[src/rtl/key_pkg.sv]
// Shared key-event types, scancode constants and the game-key map.
package key_pkg;

    localparam int unsigned NKEYS = 8;

    localparam logic [7:0] SC_E0 = 8'hE0;
    localparam logic [7:0] SC_F0 = 8'hF0;

    typedef enum logic [2:0] {
        K_LEFT  = 3'd0,
        K_RIGHT = 3'd1,
        K_UP    = 3'd2,
        K_SPACE = 3'd3,
        K_ENTER = 3'd4,
        K_ESC   = 3'd5,
        K_P     = 3'd6,
        K_DOWN  = 3'd7
    } key_idx_e;

    typedef struct packed {
        logic       make;
        logic       ext;
        logic [7:0] code;
    } key_evt_t;

    typedef struct packed {
        logic     hit;
        key_idx_e idx;
    } key_hit_t;

    // Maps {ext, code} to a game key slot; hit=0 for keys the game ignores.
    function automatic key_hit_t key_map(input logic [8:0] ext_code);
        key_hit_t r;
        r.hit = 1'b1;
        r.idx = K_LEFT;
        case (ext_code)
            9'h16B:  r.idx = K_LEFT;
            9'h174:  r.idx = K_RIGHT;
            9'h175:  r.idx = K_UP;
            9'h029:  r.idx = K_SPACE;
            9'h05A:  r.idx = K_ENTER;
            9'h076:  r.idx = K_ESC;
            9'h04D:  r.idx = K_P;
            9'h172:  r.idx = K_DOWN;
            default: r.hit = 1'b0;
        endcase
        return r;
    endfunction

endpackage

[src/rtl/key_evt_fifo.sv]
// Synchronous first-word-fall-through FIFO for key events.
// A push while full is accepted only if a pop happens on the same edge.
module key_evt_fifo #(
    parameter int  DEPTH = 8,
    parameter type T     = key_pkg::key_evt_t
) (
    input  logic                   clk,
    input  logic                   reset_n,
    input  logic                   push,
    input  logic                   pop,
    input  T                       din,
    output T                       dout,
    output logic                   full,
    output logic                   empty,
    output logic [$clog2(DEPTH):0] count
);

    localparam int AW = $clog2(DEPTH);

    T               mem [DEPTH];
    logic [AW-1:0]  wr_ptr_q;
    logic [AW-1:0]  rd_ptr_q;
    logic [AW:0]    count_q;
    logic           do_pop;
    logic           do_push;

    // Status flags, guarded push/pop and the fall-through head word.
    always_comb begin
        empty   = (count_q == '0);
        full    = (count_q == (AW+1)'(DEPTH));
        do_pop  = pop & ~empty;
        do_push = push & (~full | do_pop);
        dout    = '0;
        if (!empty) begin
            dout = mem[rd_ptr_q];
        end
    end

    assign count = count_q;

    // Pointers wrap naturally; occupancy is tracked in its own counter.
    always_ff @(posedge clk or negedge reset_n) begin
        if (!reset_n) begin
            wr_ptr_q <= '0;
            rd_ptr_q <= '0;
            count_q  <= '0;
        end else begin
            if (do_push) begin
                wr_ptr_q <= wr_ptr_q + AW'(1);
            end
            if (do_pop) begin
                rd_ptr_q <= rd_ptr_q + AW'(1);
            end
            case ({do_push, do_pop})
                2'b10:   count_q <= count_q + (AW+1)'(1);
                2'b01:   count_q <= count_q - (AW+1)'(1);
                default: count_q <= count_q;
            endcase
        end
    end

    // Storage needs no reset: stale entries are never visible once empty.
    always_ff @(posedge clk) begin
        if (do_push) begin
            mem[wr_ptr_q] <= din;
        end
    end

endmodule

[src/rtl/key_event_ctrl.sv]
// Turns decoder scancodes into make/break events, a held-key bitmap and a fire pulse.
module key_event_ctrl #(
    parameter int DEPTH = 8,
    parameter int NKEYS = 8
) (
    input  logic                   clk,
    input  logic                   reset_n,
    input  logic [31:0]            keyb_char,
    input  logic                   kbd_en,
    output logic                   evt_valid,
    input  logic                   evt_ready,
    output logic [9:0]             evt_data,
    output logic [NKEYS-1:0]       key_down,
    output logic                   fire_pulse,
    output logic [$clog2(DEPTH):0] evt_count,
    output logic                   overflow,
    input  logic                   ovf_clr
);

    import key_pkg::*;

    logic [31:0] kc_q;
    logic        is_new;
    logic        cls_valid;
    logic        cls_make;
    logic        cls_ext;
    logic        evt_push;
    logic        evt_pop;
    logic        evt_drop;
    logic        fifo_full;
    logic        fifo_empty;
    key_hit_t    hit;
    key_evt_t    evt_in;
    key_evt_t    evt_head;

    // Decode the scancode shape; prefix bytes in the low byte are not key codes.
    always_comb begin
        cls_valid = 1'b0;
        cls_make  = 1'b0;
        cls_ext   = 1'b0;
        if (keyb_char[31:24] == 8'h00 && keyb_char[7:0] != SC_E0 && keyb_char[7:0] != SC_F0) begin
            case (keyb_char[23:8])
                16'h0000:         begin cls_valid = 1'b1; cls_make = 1'b1;                  end
                {8'h00, SC_E0}:   begin cls_valid = 1'b1; cls_make = 1'b1; cls_ext = 1'b1; end
                {8'h00, SC_F0}:   begin cls_valid = 1'b1;                                  end
                {SC_E0, SC_F0}:   begin cls_valid = 1'b1;                  cls_ext = 1'b1; end
                default:          ;
            endcase
        end
    end

    // Typematic repeats leave keyb_char unchanged and so never look new.
    assign is_new   = kbd_en & (keyb_char != kc_q);
    assign evt_push = is_new & cls_valid;
    assign hit      = key_map({cls_ext, keyb_char[7:0]});
    assign evt_in   = '{make: cls_make, ext: cls_ext, code: keyb_char[7:0]};
    assign evt_pop  = evt_valid & evt_ready;
    assign evt_drop = evt_push & fifo_full & ~evt_pop;

    key_evt_fifo #(
        .DEPTH (DEPTH),
        .T     (key_evt_t)
    ) u_fifo (
        .clk     (clk),
        .reset_n (reset_n),
        .push    (evt_push),
        .pop     (evt_ready),
        .din     (evt_in),
        .dout    (evt_head),
        .full    (fifo_full),
        .empty   (fifo_empty),
        .count   (evt_count)
    );

    assign evt_valid = ~fifo_empty;
    assign evt_data  = evt_head;

    // Last-seen scancode, held-key bitmap, fire pulse and sticky overflow.
    always_ff @(posedge clk or negedge reset_n) begin
        if (!reset_n) begin
            kc_q       <= '0;
            key_down   <= '0;
            fire_pulse <= 1'b0;
            overflow   <= 1'b0;
        end else begin
            kc_q       <= keyb_char;
            fire_pulse <= evt_push & cls_make & ~cls_ext & (keyb_char[7:0] == 8'h29);
            if (!kbd_en) begin
                key_down <= '0;
            end else if (evt_push && hit.hit) begin
                key_down[hit.idx] <= cls_make;
            end
            if (evt_drop) begin
                overflow <= 1'b1;
            end else if (ovf_clr) begin
                overflow <= 1'b0;
            end
        end
    end

endmodule

[config.mk]
export PLATFORM = sky130hd
export DESIGN_NAME = key_event_ctrl
export DESIGN_NICKNAME = d
export VERILOG_FILES = /design/src/rtl/key_pkg.sv /design/src/rtl/key_evt_fifo.sv /design/src/rtl/key_event_ctrl.sv
export SDC_FILE = /design/constraint.sdc
export NUM_CORES = 1
export LEC_CHECK = 0
export ABC_AREA = 1
export BUFFER_PORTS_ARGS = -buffer_cell sky130_fd_sc_hd__buf_2
export CAP_MARGIN = 40
export CORE_AREA = 2 2 80 140
export CTS_CLUSTER_DIAMETER = 40
export DETAILED_ROUTE_END_ITERATION = 10
export DIE_AREA = 0 0 82 142
export GPL_ROUTABILITY_DRIVEN = 0
export PLACE_DENSITY = 0.78
export RECOVER_POWER = 25
export SYNTH_ARGS = -nofsm -noshare
export SYNTH_HDL_FRONTEND = slang
export SYNTH_HIERARCHICAL = 1
export SYNTH_SLANG_ARGS = --single-unit
[constraint.sdc]
create_clock -name clk -period 2.9 [get_ports clk]
set_clock_uncertainty 0.15 [all_clocks]
set_input_delay 0.145 -clock clk [delete_from_list [all_inputs] [get_ports clk]]
set_output_delay 0.145 -clock clk [all_outputs]
set_load 0.01 [all_outputs]
* Word-level counts from Yosys, hierarchy flattened *
Memories as Yosys holds them, arrays and structs flattened.
Index checks and enable logic that the tools add are counted.

cells by class
  bitwise gates (word level) = 14
  multiplexer cells = 19
  magnitude comparators = 2
  equal/unequal tests = 19
  $add $sub $neg = 4
  reduce and logical (&&, ||, !) cells = 13

operators by type and width
  operator                                                                       number
  9-bit equality test (second input constant)                                    4
  16-bit by 8-bit equality test with 1-bit output (second input constant)        2
  32-bit inequality test                                                         1
  9-bit by 7-bit equality test with 1-bit output (second input constant)         3
  3-bit one-hot mux with 7 select lines                                          1
  16-bit equality test (second input constant)                                   1
  16-bit zero test                                                               1
  8-bit 2-to-1 mux                                                               2
  8-bit inequality test (second input constant)                                  2
  1-bit 2-to-1 mux                                                               12
  10-bit 2-to-1 mux                                                              1
  1-bit bitwise AND                                                              9
  9-bit by 6-bit equality test with 1-bit output (second input constant)         1
  8-bit bitwise mux                                                              1
  8-bit by 6-bit equality test with 1-bit output (second input constant)         1
  8-bit zero test                                                                1
  4-bit one-hot mux with 2 select lines                                          1
  8-bit OR reduction                                                             1
  3-bit by 1-bit adder with 3-bit output (second input constant)                 2
  4-bit by 1-bit adder with 4-bit output (second input constant)                 1
  4-bit equality test (second input constant)                                    1
  1-bit logical AND                                                              4
  4-bit zero test                                                                1
  3-bit by 4-bit less-than comparator with 1-bit output (second input constant)  1
  11 further kinds                                                               16

word-level totals
  word-level logic and storage cells = 79
  output and inout port bits = 25
  memories = 1
  memory bits (writable) = 80
  register bits after elaboration = 52

memories
  name        depth  width  rd ports  clocked after memory_dff  write ports  RTL line            text
  u_fifo.mem  8      10     1         0                         1            key_evt_fifo.sv:20  T mem [DEPTH];

* Logic depth before layout (Yosys ltp) *
Gate-level depths: netlist of run 1.

  depth in word-level cells = 13
  mapped depth = 21
  gate-level depth less buffers = 20

* Hierarchy *
The synthesis of run 1 kept the hierarchy.

modules (own cells, without submodules)
  module          sequential area each (µm²)  area an instance (µm²)  cells each  times used
  key_evt_fifo    2652.5                      3773.6                  326         1
  key_event_ctrl  1051.0                      2321.0                  286         1

* Worst setup path before layout of run 1 *
Ideal clock, no wire load.

  path type = input -> register
  start = input keyb_char[26]
  end = memory u_fifo/mem[1][0] (netlist bit), enable pin
  stages on the path = 10
  setup slack = 0.374 ns
  setup time = 0.390 ns
  path buffers = 1
  data arrival time = 1.986 ns
  data required time = 2.360 ns
  cells stage by stage = nor2_1 -> nand4_2 -> nor2_8 -> inv_2 -> nor2_4 -> nand2_2 -> nor2_8 -> buf_6 -> nand2_2 -> nor3_1

between the ends
  word-level cells in the longest chain between the ends = 8

RTL lines
  element                                   RTL line              text
  from (decl)                               key_event_ctrl.sv:8   input logic [31:0] keyb_char,
  8-bit zero test                           key_event_ctrl.sv:41  if (keyb_char[31:24] == 8'h00 && keyb_char[7:0] != SC_E0 && keyb_char[7:0] != SC_F0) begin
  1-bit logical AND (2 in a row)            key_event_ctrl.sv:41
  1-bit 2-to-1 mux                          key_event_ctrl.sv:41
  1-bit bitwise AND *                       key_event_ctrl.sv:54  assign evt_push = is_new & cls_valid;
  named net evt_push                        key_event_ctrl.sv:27  logic evt_push;
  1-bit bitwise AND *                       key_evt_fifo.sv:32    do_push = push & (~full | do_pop);
  1-bit 2-to-1 mux *                        key_evt_fifo.sv:64    if (do_push) begin
  1-bit 2-to-1 mux (not written as such) *  key_evt_fifo.sv:65    mem[wr_ptr_q] <= din;
  to (decl)                                 key_evt_fifo.sv:20

Mark *: on every way through the listed nets, which the timed path passes. The rest lies on a longest branch.

* Final worst setup path of run 1 *
  start = input keyb_char[24]
  end = register u_fifo.count_q[3] (netlist: u_fifo/count[3])

between the ends
  word-level cells in the longest chain between the ends = 8

RTL lines
  element                                                                                       RTL line              text
  8-bit zero test                                                                               key_event_ctrl.sv:41
  1-bit logical AND (2 in a row)                                                                key_event_ctrl.sv:41
  1-bit 2-to-1 mux                                                                              key_event_ctrl.sv:41
  1-bit bitwise AND *                                                                           key_event_ctrl.sv:54
  1-bit bitwise AND *                                                                           key_evt_fifo.sv:32
  2-bit by 1-bit equality test with 1-bit output / 2-bit equality test (equally long branches)  key_evt_fifo.sv:54    case ({do_push, do_pop})
  4-bit one-hot mux with 2 select lines / 2-bit nonzero test (equally long branches)            -
  to (signal assigned)                                                                          key_evt_fifo.sv:55    2'b10: count_q <= count_q + (AW+1)'(1);
  to (signal assigned)                                                                          key_evt_fifo.sv:56    2'b01: count_q <= count_q - (AW+1)'(1);
  to (signal assigned)                                                                          key_evt_fifo.sv:57    default: count_q <= count_q;
  to (decl)                                                                                     key_evt_fifo.sv:23    logic [AW:0] count_q;

Mark *: on every way between the ends. The rest lies on a longest branch, timed or not.
A chain may end at the register's enable or synchronous reset.

==> flow_summary.json, run 1 <==
{
  "status": "finished, final reports clean",
  "finalPower_mw": 5.91,
  "synth_cells": 612,
  "place_area_um2": 6580,
  "swShare_pct": 33.4,
  "synth_top_family_by_area": "simple AND/OR/NAND/NOR gates",
  "ff2ff_path_depth": 17,
  "ys_ff_latch": 132,
  "port_buffers": 61,
  "tightest_slew_ns": 0.759,
  "grt_util_all_layers_pct": 28.0,
  "grt_pass1_vias": 5038,
  "antenna_found_initial": 0,
  "nets": 772,
  "r2r_slack_ns": 0.30,
  "p_comb_share_pct": 27.3,
  "vias_per_cell": 5.57,
  "yosysWarnings": 6,
  "die-area_um2": 11600,
  "synth_compound_area_share_pct": 6.63,
  "path_clk_slew_ns": 0.06,
  "synth_seq_area_share_pct": 60.8,
  "drv_slew": 0,
  "synthesis.area_per_instance_um2": 9.96,
  "synth.area.mux_share_pct": 0.185,
  "worst-path-max-fanout": 12,
  "synth_area_leader_cell": "edfxtp_1",
  "met2_usage_pct": 50.5,
  "overflow": 0,
  "syn_area_um2": 6090,
  "r2r-end": "u_fifo/count[3]",
  "rows": 50,
  "clk_path_buf_depth": 2,
  "setup-violations-final": 0,
  "final.setup.tns_ns": 0,
  "synth_adder_area_share_pct": 1.15,
  "dr.pass1.iters": 5,
  "die_h_um": 142,
  "min_path_type": "primary input to asynchronous set/reset pin",
  "drcViolationCount": 0,
  "netlist_top_cells_area": "edfxtp_1 39%, dfrtp_1 21%, nor2_1 7.9%, nand2_1 4.9%, o21ai_0 4.6%",
  "leakage_nw": 3.23,
  "initial_utilization_pct": 58.0,
  "diodes": 0,
  "irDropWorstVdd_uv": 685,
  "grtUsageMet3_pct": 6.35,
  "syn_nets": 654,
  "slew_headroom_pct": 49.4,
  "clkLatencyLatePin_ns": 0.41,
  "synthSimpleGateAreaFrac_pct": 21.6,
  "busiest_layer": "met2",
  "post-route-util_pct": 72.0,
  "p_clk_share_pct": 35.3,
  "syn_to_final_growth_pct": 24.1,
  "synthXorXnorAreaFrac_pct": 4.74,
  "drt_iter0_markers": 388,
  "max_cap_viol_count": 0,
  "core-area_um2": 10500,
  "p_sw_mw": 1.97,
  "fin_crit_sh_pct": 96.1,
  "ys.flop_type": "edfxtp_1",
  "min_period_ns": 2.79,
  "endpoint_kind": "flip-flop",
  "yosysUniqueCellTypes": 35,
  "hold_viol": 0,
  "io_pins": 62,
  "max_freq_mhz": 359,
  "vias": 4859,
  "intPower_mw": 3.93,
  "synth-edff-count": 80,
  "wl_per_cell_um": 17.2,
  "hpwl_um": 9480,
  "grt_first_pass_wirelength_um": 24000,
  "die_w_um": 82,
  "htree_levels": 4,
  "critPathKind": "primary input to flip-flop",
  "pwr_density_cell_nw_per_um2": 781,
  "hold_ws_ns": 0.182,
  "finalWirelength_um": 15100,
  "cts_buffers": 17,
  "cts-root-buf": "clkbuf_16",
  "design_area_um2": 7560,
  "gr-usage-met1_pct": 29.8,
  "r2r_start": "kc_q[5]",
  "layout-drive-gt1-share_pct": 16.7,
  "critPathRequiredTime_ns": 3.05,
  "clock_sinks": 132,
  "crit_path_start_kind": "primary input",
  "synth_top_cell_area_share_pct": 39.4,
  "arrival_ns": 2.94,
  "power_frac_seq_pct": 37.3,
  "grt_max_degree": 42,
  "cts_tree": "yes",
  "synthArstFlopShare_pct": 39.4,
  "drtAntennaViolNets": 0
}
-- timing repair --
item	CTS	global route
hold buffers	37	0
buffers inserted	0	3
resized for setup	0	10
hold endpoints to repair	131	0
endpoints found under the setup margin	0	3
-- layout by cell type (no fill, tap or decap), types with 18 or more instances in the layout --
master	n
inv_1	48
o21ai_0	56
nand3_1	27
nor2_1	129
edfxtp_1	80
buf_4	19
xnor2_1	19
nand2_1	80
clkbuf_1	24
buf_2	32
dlygate4sd3_1	37
o21ai_1	18
dfrtp_1	52
-- flip-flops by register name (all words and copies together), names as in the netlist --
name	count
key_down	8
u_fifo/rd_ptr_q	3
kc_q	32
overflow	1
u_fifo/mem	80
u_fifo/count	4
u_fifo/wr_ptr_q	3
fire_pulse	1
-- cells by family (layout without fill, tap and decap cells) --
group,Yosys count,after routing
XOR/XNOR,33,33
AO/OA/AOI/OAI,80,80
flip-flops,132,132
AND/OR/NAND/NOR,290,291
buffers and inverters,71,201
multiplexers,1,1
adder cells (fa/ha/maj),5,5
-- per-layer routing --
layer / wire length, µm / up-vias
met5: 0 / -
met4: 663 / 0
met3: 669 / 59
met2: 8330 / 189
met1: 5400 / 2348
li1: - / 2263
-- through the flow --
stage / std cells / setup WS [ns]
floorplan: 612 / 0.374
finish: 873 / 0.112
CTS: 869 / 0.0666
global placement: 800 / 0.256
global route: 873 / -0.0462
detailed placement: 800 / 0.182
-- Yosys cell counts (6+ instances only) --
| master | n |
|---|---|
| nor3_1 | 9 |
| inv_1 | 48 |
| nand4_1 | 13 |
| nand2_1 | 80 |
| xnor2_1 | 19 |
| nor2_1 | 129 |
| edfxtp_1 | 80 |
| nand3_1 | 27 |
| nand2_2 | 11 |
| o21ai_0 | 56 |
| xor2_1 | 14 |
| nor2_2 | 7 |
| clkbuf_1 | 6 |
| o21ai_1 | 18 |
| dfrtp_1 | 52 |
-- layout make-up --
type	instances	area, µm²
Inverter	53	199
Tap cell	130	163
Clock buffer	17	425
Clock inverter	15	158
Fill cell	748	2950
Timing Repair Buffer	116	793
Sequential cell	132	3700
Multi-Input combinational cell	410	2120
-- power groups by stage --
| stage | Combinational (mW) | Clock, mW | Sequential (mW) |
|---|---|---|---|
| 2_1_floorplan | 1.04 | 0 | 2.18 |
| 3_3_place_gp | 1.46 | 0 | 2.23 |
| 3_5_place_dp | 1.53 | 0 | 2.24 |
| 4_1_cts | 1.59 | 2.11 | 2.20 |
| 5_1_grt | 1.83 | 2.19 | 2.22 |
| 6_report | 1.62 | 2.09 | 2.21 |
-- worst max path at each step --
stage,startpoint,endpoint,slack (ns),depth (start not counted)
final,keyb_char[24],u_fifo/count[3],0.11,19
after global routing,keyb_char[4],u_fifo/count[3],-0.05,21
after detailed placement,keyb_char[4],u_fifo/count[2],0.18,15
after global placement,keyb_char[4],u_fifo/count[2],0.26,15
after floorplan,keyb_char[26],u_fifo/mem[1][0],0.37,10
after CTS,keyb_char[4],u_fifo/count[2],0.07,16
-- critical path, stage by stage --
cell,delay [ns]
dlygate4sd3_1,0.54
clkbuf_1,0.14
nor2_1,0.14
nand4_2,0.22
nor2_8,0.21
inv_2,0.07
nor2_4,0.09
nand2_2,0.13
nor2_8,0.23
nor2_4,0.08
ha_1,0.34
nand2_1,0.07
inv_1,0.04
nand2_1,0.05
nand3_1,0.07
nand2_1,0.11
nand3_1,0.09
nand2_1,0.10
nand2_1,0.06
Note: power is estimated with default switching activity, not from simulation.
==> run 2, diff against run 1 <==
- ABC_AREA: 1 -> not set
- CORE_AREA: 2 2 80 140 -> 2 2 78 136
- DIE_AREA: 0 0 82 142 -> 0 0 80 138
==> flow_summary.json, run 2 <==
{
  "worst-path-max-fanout": 4,
  "critPathCapture": "u_fifo/count[3]",
  "htree_levels": 4,
  "initial_utilization_pct": 56.2,
  "overflow": 0,
  "hpwl_um": 8780,
  "die_h_um": 138,
  "post-place-ws_ns": -0.0689,
  "port_buffers": 61,
  "final_cells": 663,
  "r2r-end": "u_fifo/count[3]",
  "final-seq-area_um2": 3700,
  "dr.pass1.iters": 5,
  "syn_nets": 404,
  "synth-edff-count": 80,
  "largest_reg_flops": 80,
  "synthArstFlopShare_pct": 39.4,
  "r2r_slack_ns": -0.07,
  "drv_slew": 40,
  "drtAntennaViolNets": 0,
  "crit_path_start_kind": "primary input",
  "nets": 565,
  "path_clk_slew_ns": 0.05,
  "final_cell_mix": "80 x edfxtp_1, 52 x dfrtp_1, 50 x buf_4",
  "antenna_found_initial": 0,
  "power_frac_seq_pct": 40.2,
  "pwr_density_cell_nw_per_um2": 746,
  "worstSetupStartpoint": "keyb_char[0]",
  "grt_pass1_vias": 4107,
  "yosysWarnings": 6,
  "hold_viol": 0,
  "violations": "max-capacitance violations, max-slew violations, negative setup slack",
  "min_path_cells": 3,
  "synthesis.area_per_instance_um2": 15.6,
  "clk_path_buf_depth": 2,
  "rsz0062_at_grt": "yes",
  "die-area_um2": 11000,
  "met2_length_um": 7720,
  "vias_per_cell": 5.85,
  "grt_max_degree": 40,
  "min_period_ns": 3.01,
  "irDropWorstVdd_uv": 544,
  "critPathRequiredTime_ns": 3.03,
  "yosysUniqueCellTypes": 55,
  "max_stage_delay_ns": 0.54,
  "crit_chain": "dlygate4sd3_1, buf_2, xor2_1, nor4_1, nand4_1, o211ai_2, nor2_4, inv_2, nand2b_4, inv_4, ha_4, a211oi_2, or3_4, o211ai_1, o221ai_2",
  "p_clk_share_pct": 34.5,
  "swShare_pct": 28.2,
  "max_cap_viol_count": 1,
  "dp.cells": 586,
  "setup_ws_ns": -0.114,
  "ys.flop_type": "edfxtp_1",
  "diodes": 0,
  "ys_ff_latch": 132,
  "slew_headroom_pct": -36.4,
  "nFillCells": 610,
  "critPathSlowestCell": "dlygate4sd3_1",
  "synth_top_cell_area_share_pct": 42.5,
  "synth_area_leader_cell": "edfxtp_1",
  "final.setup.tns_ns": -0.163,
  "cts_tree": "yes",
  "top_layer_used": "met4",
  "multi_input_area_um2": 2020,
  "finalPower_mw": 5.62,
  "ff2ff_path_depth": 14,
  "wl_per_cell_um": 20.7,
  "finalWirelength_um": 13700,
  "cts-root-buf": "clkbuf_16",
  "core-area_um2": 10100,
  "regMostFlops": "u_fifo/mem",
  "status": "complete, but fails checks",
  "p_sw_mw": 1.58,
  "wirelength_met1_um": 4770,
  "max_freq_mhz": 332,
  "netlist_top_cells_area": "edfxtp_1 42%, dfrtp_1 23%, mux4_2 8.0%, xor2_1 5.4%, mux2i_1 3.4%",
  "mostFrequentLayoutCell": "edfxtp_1",
  "cts_buffers": 17,
  "io_pins": 62,
  "intPower_mw": 4.04,
  "syn_to_final_growth_pct": 33.3,
  "yosys-top-cells-count": "80 x edfxtp_1, 52 x dfrtp_1, 35 x xor2_1",
  "drcViolationCount": 0,
  "layout-drive-gt1-share_pct": 35.1,
  "tightest_slew_ns": 2.05,
  "p_comb_share_pct": 25.3,
  "syn_area_um2": 5660,
  "synth_cells": 362,
  "critPathKind": "primary input to flip-flop",
  "yosysMostFrequentCell": "edfxtp_1",
  "endpoint_kind": "flip-flop",
  "grt_first_pass_wirelength_um": 21100,
  "leakage_nw": 2.99,
  "grt_util_all_layers_pct": 26.0,
  "synth_seq_area_share_pct": 65.5,
  "die_w_um": 80,
  "setup-violations-final": 2,
  "drt_iter0_markers": 325,
  "arrival_ns": 3.14,
  "clkLatencyLatePin_ns": 0.41,
  "vias": 3876,
  "rows": 49,
  "route.met3.wl_um": 661,
  "min_path_type": "primary input to flip-flop",
  "fin_crit_sh_pct": 104,
  "r2r_start": "kc_q[18]",
  "clock_sinks": 132,
  "reg.largest.list": "u_fifo/mem (80), kc_q (32), key_down (8)"
}
run 2: worst min-delay path by stage:
stage	endpoint	start	slack, ns
2_1_floorplan	fire_pulse	reset_n	-0.30
3_3_place_gp	kc_q[8]	keyb_char[8]	0.14
3_5_place_dp	u_fifo/count[2]	reset_n	-0.18
4_1_cts	u_fifo/rd_ptr_q[0]	evt_ready	0.002
5_1_grt	u_fifo/rd_ptr_q[0]	evt_ready	0.03
6_report	u_fifo/rd_ptr_q[0]	evt_ready	0.03
run 2: repair_timing:
| item | CTS | global route |
|---|---|---|
| resized for setup | 4 | 22 |
| setup endpoints to repair | 2 | 27 |
| endpoints found under the hold margin | 109 | 0 |
| hold buffers | 36 | 0 |
| pin swaps | 5 | 9 |
| buffers inserted | 7 | 4 |
| cloned | 0 | 0 |
run 2: power groups by stage:
stage | clock, mW | sequential (mW) | combinational [mW]
after floorplan | 0 | 2.18 | 0.927
after global placement | 0 | 2.29 | 1.30
after detailed placement | 0 | 2.29 | 1.33
after CTS | 1.96 | 2.25 | 1.40
after global routing | 2.04 | 2.28 | 1.55
final | 1.94 | 2.26 | 1.42
run 2: stage by stage:
stage | area (µm²) | hold WS [ns] | util, %
6_report | 7540 | 0.0274 | 75.0
5_1_grt | 7540 | 0.0289 | 75.0
4_1_cts | 7460 | 0.00220 | 74.2
3_5_place_dp | 6480 | -0.177 | 64.5
3_3_place_gp | 6460 | 0.138 | 64.3
2_1_floorplan | 5700 | -0.301 | -
run 2: routing by layer:
layer	vias up	global-route usage [%]
met5	-	0
met4	0	13.6
met3	54	5.61
met2	186	45.0
met1	1938	29.4
li1	1698	-
run 2: area by class of cell:
type,instances,area share [%]
inverters,11,0.581
clock buffers,21,5.98
well taps,127,2.11
multi-input cells,209,26.7
clock inverters,11,1.20
flip-flops and latches,132,49.1
repair buffers,152,14.3
run 2: kinds of logic after synthesis:
logic type | Yosys count | synth area share, %
DFF | 132 | 65.5
and+or+nand+nor | 96 | 9.27
muxes | 42 | 12.0
xor gates and xnor gates | 39 | 6.04
AOI/OAI and AO/OA | 27 | 4.36
buffers and inverters | 21 | 1.61
adders and majority gates | 5 | 1.24
run 2: critical path: cells and delay by family:
kind / cells / cell delay [ns]
simple gates: 5 / 1.14
buf+inv: 4 / 0.87
compound gates: 4 / 0.68
xor+xnor: 1 / 0.17
fa+ha+maj: 1 / 0.12
